===== src/rtl/accel_sponge_ctrl.sv =====
// accel_sponge_ctrl: sequences one sponge job between the dual-port local RAM
// and an external keccak core. It absorbs msg_blocks rate blocks, squeezes
// out_len_byte digest bytes back to RAM, and reports errors (bad input, timeout, abort).
// Optional feature: define ACCEL_PERF_CNT_EN to add the perf_cycles busy-cycle counter.
module accel_sponge_ctrl #(
  parameter int ADDR_WIDTH = 32,
  parameter int DATA_WIDTH = 32,
  parameter int RATE_BITS  = 1344,
  parameter int MAX_BLOCKS = 16,
  parameter int TIMEOUT    = 1024
) (
  input  logic                    clk,
  input  logic                    rst,
  input  logic                    start,
  input  logic                    abort,
  input  logic [7:0]              msg_blocks,
  input  logic [7:0]              out_len_byte,
  input  logic [ADDR_WIDTH-1:0]   in_base_addr,
  input  logic [ADDR_WIDTH-1:0]   out_base_addr,
  output logic                    busy,
  output logic                    done,
  output logic [2:0]              err_code,
  output logic                    mem_en_a,
  output logic                    mem_we_a,
  output logic [ADDR_WIDTH-1:0]   mem_addr_a,
  output logic [DATA_WIDTH-1:0]   mem_wdata_a,
  output logic [DATA_WIDTH/8-1:0] mem_be_a,
  input  logic [DATA_WIDTH-1:0]   mem_rdata_a,
  output logic                    mem_en_b,
  output logic                    mem_we_b,
  output logic [ADDR_WIDTH-1:0]   mem_addr_b,
  output logic [DATA_WIDTH-1:0]   mem_wdata_b,
  output logic [DATA_WIDTH/8-1:0] mem_be_b,
  input  logic [DATA_WIDTH-1:0]   mem_rdata_b,
  output logic                    k_start,
  output logic [63:0]             k_din,
  output logic                    k_din_valid,
  output logic                    k_last_block,
  input  logic                    k_buffer_full,
  input  logic                    k_ready,
  input  logic [63:0]             k_dout,
  input  logic                    k_dout_valid
`ifdef ACCEL_PERF_CNT_EN
  ,
  output logic [31:0]             perf_cycles
`endif
);

  localparam int RATE_LANES = RATE_BITS / 64;
  localparam int RATE_BYTES = RATE_BITS / 8;
  localparam int LANE_W     = $clog2(RATE_LANES);
  localparam int WAIT_W     = $clog2(TIMEOUT + 1);

  typedef enum logic [2:0] {
    IDLE, CHECK, INIT, ABSORB, WAIT_PERM, SQUEEZE, DONE, ERROR
  } state_t;

  state_t                  state, state_next;
  logic [2:0]              err_next;
  logic [7:0]              blocks_q;
  logic [7:0]              blk_cnt;
  logic [LANE_W-1:0]       lane_cnt;
  logic [7:0]              rem_bytes;
  logic [ADDR_WIDTH-1:0]   rd_addr;
  logic [ADDR_WIDTH-1:0]   wr_addr;
  logic [WAIT_W-1:0]       wait_cnt;
  logic                    rd_issue;
  logic                    wr_fire;
  logic                    wait_count_en;
  logic                    last_blk;
  logic                    tail_lane;

  assign busy      = (state != IDLE) && (state != DONE) && (state != ERROR);
  assign last_blk  = (blk_cnt == blocks_q - 8'd1);
  assign tail_lane = (rem_bytes < 8'd8);
  assign k_din     = k_din_valid ? {mem_rdata_b, mem_rdata_a} : '0;

  // Next-state, error code and core handshake; abort outranks timeout, timeout outranks normal flow
  always_comb begin
    state_next    = state;
    err_next      = err_code;
    k_start       = 1'b0;
    k_last_block  = 1'b0;
    rd_issue      = 1'b0;
    wr_fire       = 1'b0;
    wait_count_en = 1'b0;
    case (state)
      IDLE: if (start) state_next = CHECK;
      CHECK: begin
        if (msg_blocks == 8'd0 || 32'(msg_blocks) > MAX_BLOCKS) begin
          state_next = ERROR;
          err_next   = 3'd1;
        end else if (out_len_byte == 8'd0 || 32'(out_len_byte) > RATE_BYTES) begin
          state_next = ERROR;
          err_next   = 3'd2;
        end else begin
          state_next = INIT;
        end
      end
      INIT: begin
        k_start    = 1'b1;
        state_next = ABSORB;
      end
      ABSORB: begin
        if (!k_buffer_full) begin
          rd_issue = 1'b1;
          if (lane_cnt == LANE_W'(RATE_LANES - 1)) state_next = WAIT_PERM;
        end
      end
      WAIT_PERM: begin
        wait_count_en = 1'b1;
        k_last_block  = last_blk;
        if (k_ready) state_next = last_blk ? SQUEEZE : ABSORB;
      end
      SQUEEZE: begin
        if (k_dout_valid) begin
          wr_fire = 1'b1;
          if (rem_bytes <= 8'd8) state_next = DONE;
        end else begin
          wait_count_en = 1'b1;
        end
      end
      DONE: if (start) state_next = CHECK;
      ERROR: begin
        if (start) begin
          state_next = CHECK;
          err_next   = 3'd0;
        end
      end
      default: state_next = IDLE;
    endcase
    if (wait_count_en && wait_cnt == WAIT_W'(TIMEOUT - 1)) begin
      state_next = ERROR;
      err_next   = 3'd3;
    end
    if (busy && abort) begin
      state_next = ERROR;
      err_next   = 3'd4;
      rd_issue   = 1'b0;
      wr_fire    = 1'b0;
    end
  end

  // RAM port drive: lane reads while absorbing, byte-masked lane writes while squeezing
  always_comb begin
    mem_en_a    = 1'b0;
    mem_we_a    = 1'b0;
    mem_addr_a  = '0;
    mem_wdata_a = '0;
    mem_be_a    = '0;
    mem_en_b    = 1'b0;
    mem_we_b    = 1'b0;
    mem_addr_b  = '0;
    mem_wdata_b = '0;
    mem_be_b    = '0;
    if (rd_issue) begin
      mem_en_a   = 1'b1;
      mem_en_b   = 1'b1;
      mem_addr_a = rd_addr;
      mem_addr_b = rd_addr + ADDR_WIDTH'(1);
      mem_be_a   = '1;
      mem_be_b   = '1;
    end else if (wr_fire) begin
      mem_en_a    = 1'b1;
      mem_en_b    = 1'b1;
      mem_we_a    = 1'b1;
      mem_we_b    = 1'b1;
      mem_addr_a  = wr_addr;
      mem_addr_b  = wr_addr + ADDR_WIDTH'(1);
      mem_wdata_a = k_dout[31:0];
      mem_wdata_b = k_dout[63:32];
      mem_be_a    = '1;
      mem_be_b    = '1;
      if (tail_lane) begin
        case (rem_bytes[2:0])
          3'd1: begin mem_be_a = 4'h1; mem_en_b = 1'b0; mem_we_b = 1'b0; mem_be_b = '0; end
          3'd2: begin mem_be_a = 4'h3; mem_en_b = 1'b0; mem_we_b = 1'b0; mem_be_b = '0; end
          3'd3: begin mem_be_a = 4'h7; mem_en_b = 1'b0; mem_we_b = 1'b0; mem_be_b = '0; end
          3'd4: begin mem_be_a = 4'hf; mem_en_b = 1'b0; mem_we_b = 1'b0; mem_be_b = '0; end
          3'd5: mem_be_b = 4'h1;
          3'd6: mem_be_b = 4'h3;
          3'd7: mem_be_b = 4'h7;
          default: mem_be_b = '1;
        endcase
      end
    end
  end

  // State, counters and job parameters; job inputs are captured during CHECK only
  always_ff @(posedge clk) begin
    if (rst) begin
      state       <= IDLE;
      err_code    <= 3'd0;
      done        <= 1'b0;
      k_din_valid <= 1'b0;
      wait_cnt    <= '0;
      blocks_q    <= '0;
      blk_cnt     <= '0;
      lane_cnt    <= '0;
      rem_bytes   <= '0;
      rd_addr     <= '0;
      wr_addr     <= '0;
    end else begin
      state       <= state_next;
      err_code    <= err_next;
      done        <= (state_next == DONE) && (state != DONE);
      k_din_valid <= rd_issue;
      if (state_next != state) wait_cnt <= '0;
      else if (wait_count_en)  wait_cnt <= wait_cnt + WAIT_W'(1);
      if (state == CHECK) begin
        blocks_q  <= msg_blocks;
        rem_bytes <= out_len_byte;
        rd_addr   <= in_base_addr;
        wr_addr   <= out_base_addr;
      end
      if (state == INIT) begin
        lane_cnt <= '0;
        blk_cnt  <= '0;
      end
      if (rd_issue) begin
        rd_addr  <= rd_addr + ADDR_WIDTH'(2);
        lane_cnt <= (lane_cnt == LANE_W'(RATE_LANES - 1)) ? '0 : lane_cnt + LANE_W'(1);
      end
      if (state == WAIT_PERM && state_next == ABSORB) blk_cnt <= blk_cnt + 8'd1;
      if (wr_fire) begin
        wr_addr   <= wr_addr + ADDR_WIDTH'(2);
        rem_bytes <= rem_bytes - 8'd8;
      end
    end
  end

`ifdef ACCEL_PERF_CNT_EN
  // Busy-cycle counter: restarts in CHECK, saturates, and freezes once the job ends
  always_ff @(posedge clk) begin
    if (rst)                            perf_cycles <= '0;
    else if (state == CHECK)            perf_cycles <= '0;
    else if (busy && perf_cycles != '1) perf_cycles <= perf_cycles + 32'd1;
  end
`endif

endmodule


===== config.mk =====
export PLATFORM = sky130hd
export DESIGN_NAME = accel_sponge_ctrl
export DESIGN_NICKNAME = d
export VERILOG_FILES = /design/src/rtl/accel_sponge_ctrl.sv
export SDC_FILE = /design/constraint.sdc
export NUM_CORES = 1
export LEC_CHECK = 0
export BUFFER_PORTS_ARGS = -buffer_cell sky130_fd_sc_hd__buf_2
export CAP_MARGIN = 20
export CORE_AREA = 4 4 163 165
export DETAILED_ROUTE_END_ITERATION = 7
export DIE_AREA = 0 0 167 169
export PLACE_DENSITY = 0.66
export SYNTH_ARGS = -nofsm -noshare
export SYNTH_HDL_FRONTEND = slang
export SYNTH_SLANG_ARGS = --single-unit

===== constraint.sdc =====
create_clock -name clk -period 4.5 [get_ports clk]
set_input_delay 0.45 -clock clk [delete_from_list [all_inputs] [get_ports clk]]
set_output_delay 0.45 -clock clk [all_outputs]
set_load 0.02 [all_outputs]

# Yosys cells after proc, flatten, opt, wreduce, memory -nomap -nowiden
# Index checks and enable logic that the tools add are counted.
[word_totals]
regBits = 112
latch_bits = 0
ram_bits = 0
romBits = 0
in_bits = 215
out_inout_bits = 212
wordCells = 139
mem_count = 0
[classes]
n_addsub = 9
n_mul = 0
div = 0
order_cmp = 4
n_eq_ne = 26
shift = 0
muxes = 64
n_bitwise = 0
n_reduce_logical = 24
[op_table]
columns = ["cell", "count"]
rows = [
  ["2-to-1 mux 32 bit", 12],
  ["adder 32 x 1 -> 32 bit (second input constant)", 2],
  ["adder 32 x 2 -> 32 bit (second input constant)", 2],
  ["2-to-1 mux 64 bit", 1],
  ["2-to-1 mux 3 bit", 16],
  ["2-to-1 mux 8 bit", 4],
  ["equality test 3 bit (second input constant)", 9],
  ["2-to-1 mux 4 bit", 6],
  ["case mux 3 bit (6 select lines)", 1],
  ["2-to-1 mux 1 bit", 17],
  ["logical NOT 8 bit", 2],
  ["case mux 4 bit (4 select lines)", 1],
  ["equality test 3 x 2 -> 1 bit (second input constant)", 5],
  ["2-to-1 mux 5 bit", 3],
  ["case mux 4 bit (3 select lines)", 1],
  ["adder 11 x 1 -> 11 bit (second input constant)", 1],
  ["equality test 11 x 10 -> 1 bit (second input constant)", 1],
  ["inequality test 3 bit (second input constant)", 3],
  ["adder 8 x 1 -> 8 bit (second input constant)", 1],
  ["equality test 8 bit", 1],
  ["> comparator 8 x 5 -> 1 bit (second input constant)", 1],
  ["> comparator 8 bit (second input constant)", 1],
  ["<= comparator 8 x 4 -> 1 bit (second input constant)", 1],
  ["< comparator 8 x 4 -> 1 bit (second input constant)", 1],
  ["other kinds (20)", 34],
]

# Depth between registers and ports, before layout
[logic_depth]
word_depth = 10
depth_mapped = 12
mapped_depth_nobuf = 9

# Worst setup path after synthesis
# Ideal clock, no wire load.
[synth_timing]
path_type = "register to output"
startpoint = "register rd_addr[9]"
endpoint = "output mem_addr_b[29]"
t_arrival_ps = 2422
t_required_ps = 4050
setup_slack_ps = 1628
path_stages_with_launch = 9
n_path_buf = 1
path_cell_list = "dfxtp_1 -> clkbuf_1 -> and4_1 -> nand4_1 -> or4_1 -> nor4_1 -> nand2_1 -> xor2_1 -> o22ai_1"
[synth_between]
elab_chain_cells = 2
[synth_rtl]
columns = ["item", "line_no", "source"]
rows = [
  ["start: declaration", "64", "logic [ADDR_WIDTH-1:0] rd_addr;"],
  ["start signal: assignment", "213", "rd_addr <= in_base_addr;"],
  ["start signal: assignment", "221", "rd_addr <= rd_addr + ADDR_WIDTH'(2);"],
  ["adder 32 x 1 -> 32 bit", "160", "mem_addr_b = rd_addr + ADDR_WIDTH'(1);"],
  ["2-to-1 mux 32 bit", "156", "if (rd_issue) begin"],
  ["end: declaration", "31", "output logic [ADDR_WIDTH-1:0] mem_addr_b,"],
]
# Every way passes these cells.

# Worst setup path in the final report
[layout_timing]
startpoint = "register rd_addr[2]"
endpoint = "output mem_addr_b[29]"
# Same word-level chain as after synthesis.

==> qor.txt <==
CTS max path bufs: 2
Fin crit share: 0.822
I/O Buffers: 426
Clk_lat worst skew: 370 ps
TNS Setup: 0 ps
Worst VDD drop: 0.203 mV
Syn nets: 1,459
CP Capture Type: output pin
Fill count: 2,600
Final Hold Slack: 317 ps
Clock buffer count from CTS: 9
FF+latch count, synth: 112
Placed Area: 11,000 sq um
Starting Density: 0.352
Antenna violations before repair: 4
Final-report setup violation count: 0
Clk root buf: clkbuf_16
Die height: 169 microns
WP data required: 4050 ps
Skew final: 13.5 ps
Max Slew Vio Count: 0
Async SR Flop Fraction: 0
Residual DRC count: 0
Routed WL: 37.9 mm
Crit path DAT: 3250 ps
Critical Path Start Type: register
Leak: 5.07 nW
Placer Congestion: 0.973
Post-Synthesis Cell Area: 8820 sq um
Vias in the first global route: 10,100
H-tree lvl count: 3
Worst slew pin tran: 1030 ps
Library cells used by synthesis: 76
DR pass1 iterations: 6
Fmax: 270 MHz
Area share of the largest cell type after synthesis: 0.254
DRT iter0 DRCs: 802
Antenna Nets Post-Route: 0
Yosys warnings: 0
Area growth, synth to finish: 28.6%
Max-Cap Viols: 0
Synth top area cells: dfxtp_1, and2_1, nand2_1
Post-CTS setup repair buffer count: 0
Vias post-DR: 10,700
CTS tree: built
Main flop type after synthesis: dfxtp_1
CTS clk-pin slew, worst paths: 80 ps
Io pins: 427
Crit path time final: 3700 ps
Die width: 167 microns
Status: finished, final reports clean
Core ar.: 25,000 sq um
Drt via density: 5.60
Gr usage total: 0.252
Headroom to the max-slew limit: 0.312
Post-route cell area: 11,300 sq um
Reg2reg setup slack: 1280 ps
RSZ-0062 raised after global routing: false
Cells after synthesis: 1,234
Post-synth top area cell: dfxtp_1
Fin nets: 1,795
Final HPWL DP: 29.6 mm
CP max FO: 8
Number of flops mapped to enable cells by yosys: 0
Die area: 28,200 sq um
GRT Residual Overflow: 0
Row Count: 58
Crit Path Class: register to output pin
Clk sink count: 112
Power Density: 394 nW/um^2
Largest net degree at the start of global routing: 119
Fin. Hold Viols: 0
Global-route wire length before repair: 57.1 mm
Post-cts sizing count: 0
Avg Cell Area, Syn: 7.15 sq um
Post-DR wirelength/cell: 19.9 microns
Hold Buf Count CTS: 0
Layout cells sized above 1: 0.309
Worst hold path class: primary input to register
Sequential area share after synthesis: 0.254
-- where the power goes --
group          internal (mW)  switching, mW
clock                  0.440          0.415
sequential              1.19          0.426
combinational          0.741           1.25
total                   2.38           2.09
-- worst paths after layout --
path | from | end | depth (start not counted)
setup / recovery | rd_addr[2] | mem_addr_b[29] | 9
hold / removal | in_base_addr[18] | rd_addr[18] | 3
setup reg to reg | state[2] | wait_cnt[2] | 8
hold reg to reg | wr_addr[29] | wr_addr[29] | 2
-- Yosys cell counts, drive strengths merged (18+ instances only) --
library cell,instances
xor2,45
nand2,131
nor4,27
nor3,36
a21oi,91
xnor2,37
buf,18
inv,20
nor2,105
o22ai,31
clkbuf,98
nand3,56
and2,140
nand4,26
a22o,28
dfxtp,112
o21ai,44
-- per-stage QoR --
| stage | std cells | util | setup slack, ps | total power, mW |
|---|---|---|---|---|
| after global placement | 1889 | 0.441 | 1240 | 3.58 |
| after global routing | 1907 | 0.453 | 523 | 4.76 |
| after floorplan | 1234 | - | 1630 | 3.02 |
| after detailed placement | 1889 | 0.441 | 1210 | 3.60 |
| after CTS | 1904 | 0.453 | 796 | 4.46 |
| final | 1907 | 0.453 | 800 | 4.47 |
-- cells by family (layout without fill, tap and decap cells) --
family | count (synthesis) | after routing | synth area share
muxes | 9 | 9 | 0.0105
and+or+nand+nor | 593 | 593 | 0.357
AOI/OAI and AO/OA | 292 | 292 | 0.221
adders and majority gates | 10 | 10 | 0.0142
xor gates and xnor gates | 82 | 82 | 0.0814
other | 0 | 3 | 0
buffers and inverters | 136 | 476 | 0.0618
DFF | 112 | 112 | 0.254
-- layout by cell type (no fill, tap or decap), types with 4 or more instances in the layout --
master,synthesis,routed
nor2b_1,12,12
o211ai_1,15,15
xor2_1,45,45
a221oi_1,12,12
o21ai_0,44,44
nor4_1,16,16
buf_4,1,14
and3_1,17,17
a21o_1,4,4
nor2_1,105,104
nand4_1,26,26
buf_2,6,426
or3_1,8,8
nor4_2,10,10
a31oi_1,8,8
nand4b_1,4,4
nand2_1,131,130
dfxtp_1,112,112
nor3_1,36,36
a22o_1,28,28
xnor2_1,37,37
or2_2,4,4
a21oi_1,91,91
clkbuf_16,0,9
mux2i_1,7,7
ha_1,10,10
nand2b_1,5,5
and2_1,138,138
and4_1,7,7
inv_1,20,19
a222oi_1,11,11
o22ai_1,31,31
a22oi_1,4,4
nand3_1,56,56
-- routing by layer --
| metal | routed length [microns] | vias to the layer above | global-route usage |
|---|---|---|---|
| met4 | 1230 | 0 | 0.0832 |
| met5 | 0 | - | 0 |
| li1 | - | 5058 | - |
| met1 | 14100 | 4993 | 0.288 |
| met3 | 3380 | 71 | 0.0586 |
| met2 | 19200 | 552 | 0.463 |
-- state kept, by name, summed over array words and instances (netlist names) --
signal       cells
lane_cnt         5
wait_cnt        11
blk_cnt          8
state            3
err_code         3
rd_addr         32
blocks_q         8
rem_bytes        8
done             1
wr_addr         32
k_din_valid      1
-- layout make-up --
cell class | count | area (sq um) | share of cell area
clock inverter | 6 | 75.1 | 0.00662
sequential | 112 | 2240 | 0.198
tap | 330 | 413 | 0.0364
inverter | 20 | 75.1 | 0.00662
multi-input combinational | 986 | 6050 | 0.533
clock buffer | 9 | 225 | 0.0198
timing repair buffer | 441 | 2260 | 0.199
antenna | 3 | 7.51 | 0.000662
-- worst max-delay path, cell delays in order (launching register included) --
cell     delay (ps)
dfxtp_1         480
ha_1            240
and3_1          250
nand4_1         230
or4_1           470
nor4_1          460
nand2_1         120
xor2_1          150
o22ai_1         240
buf_2           240
Note: power is estimated with default switching activity, not from simulation.
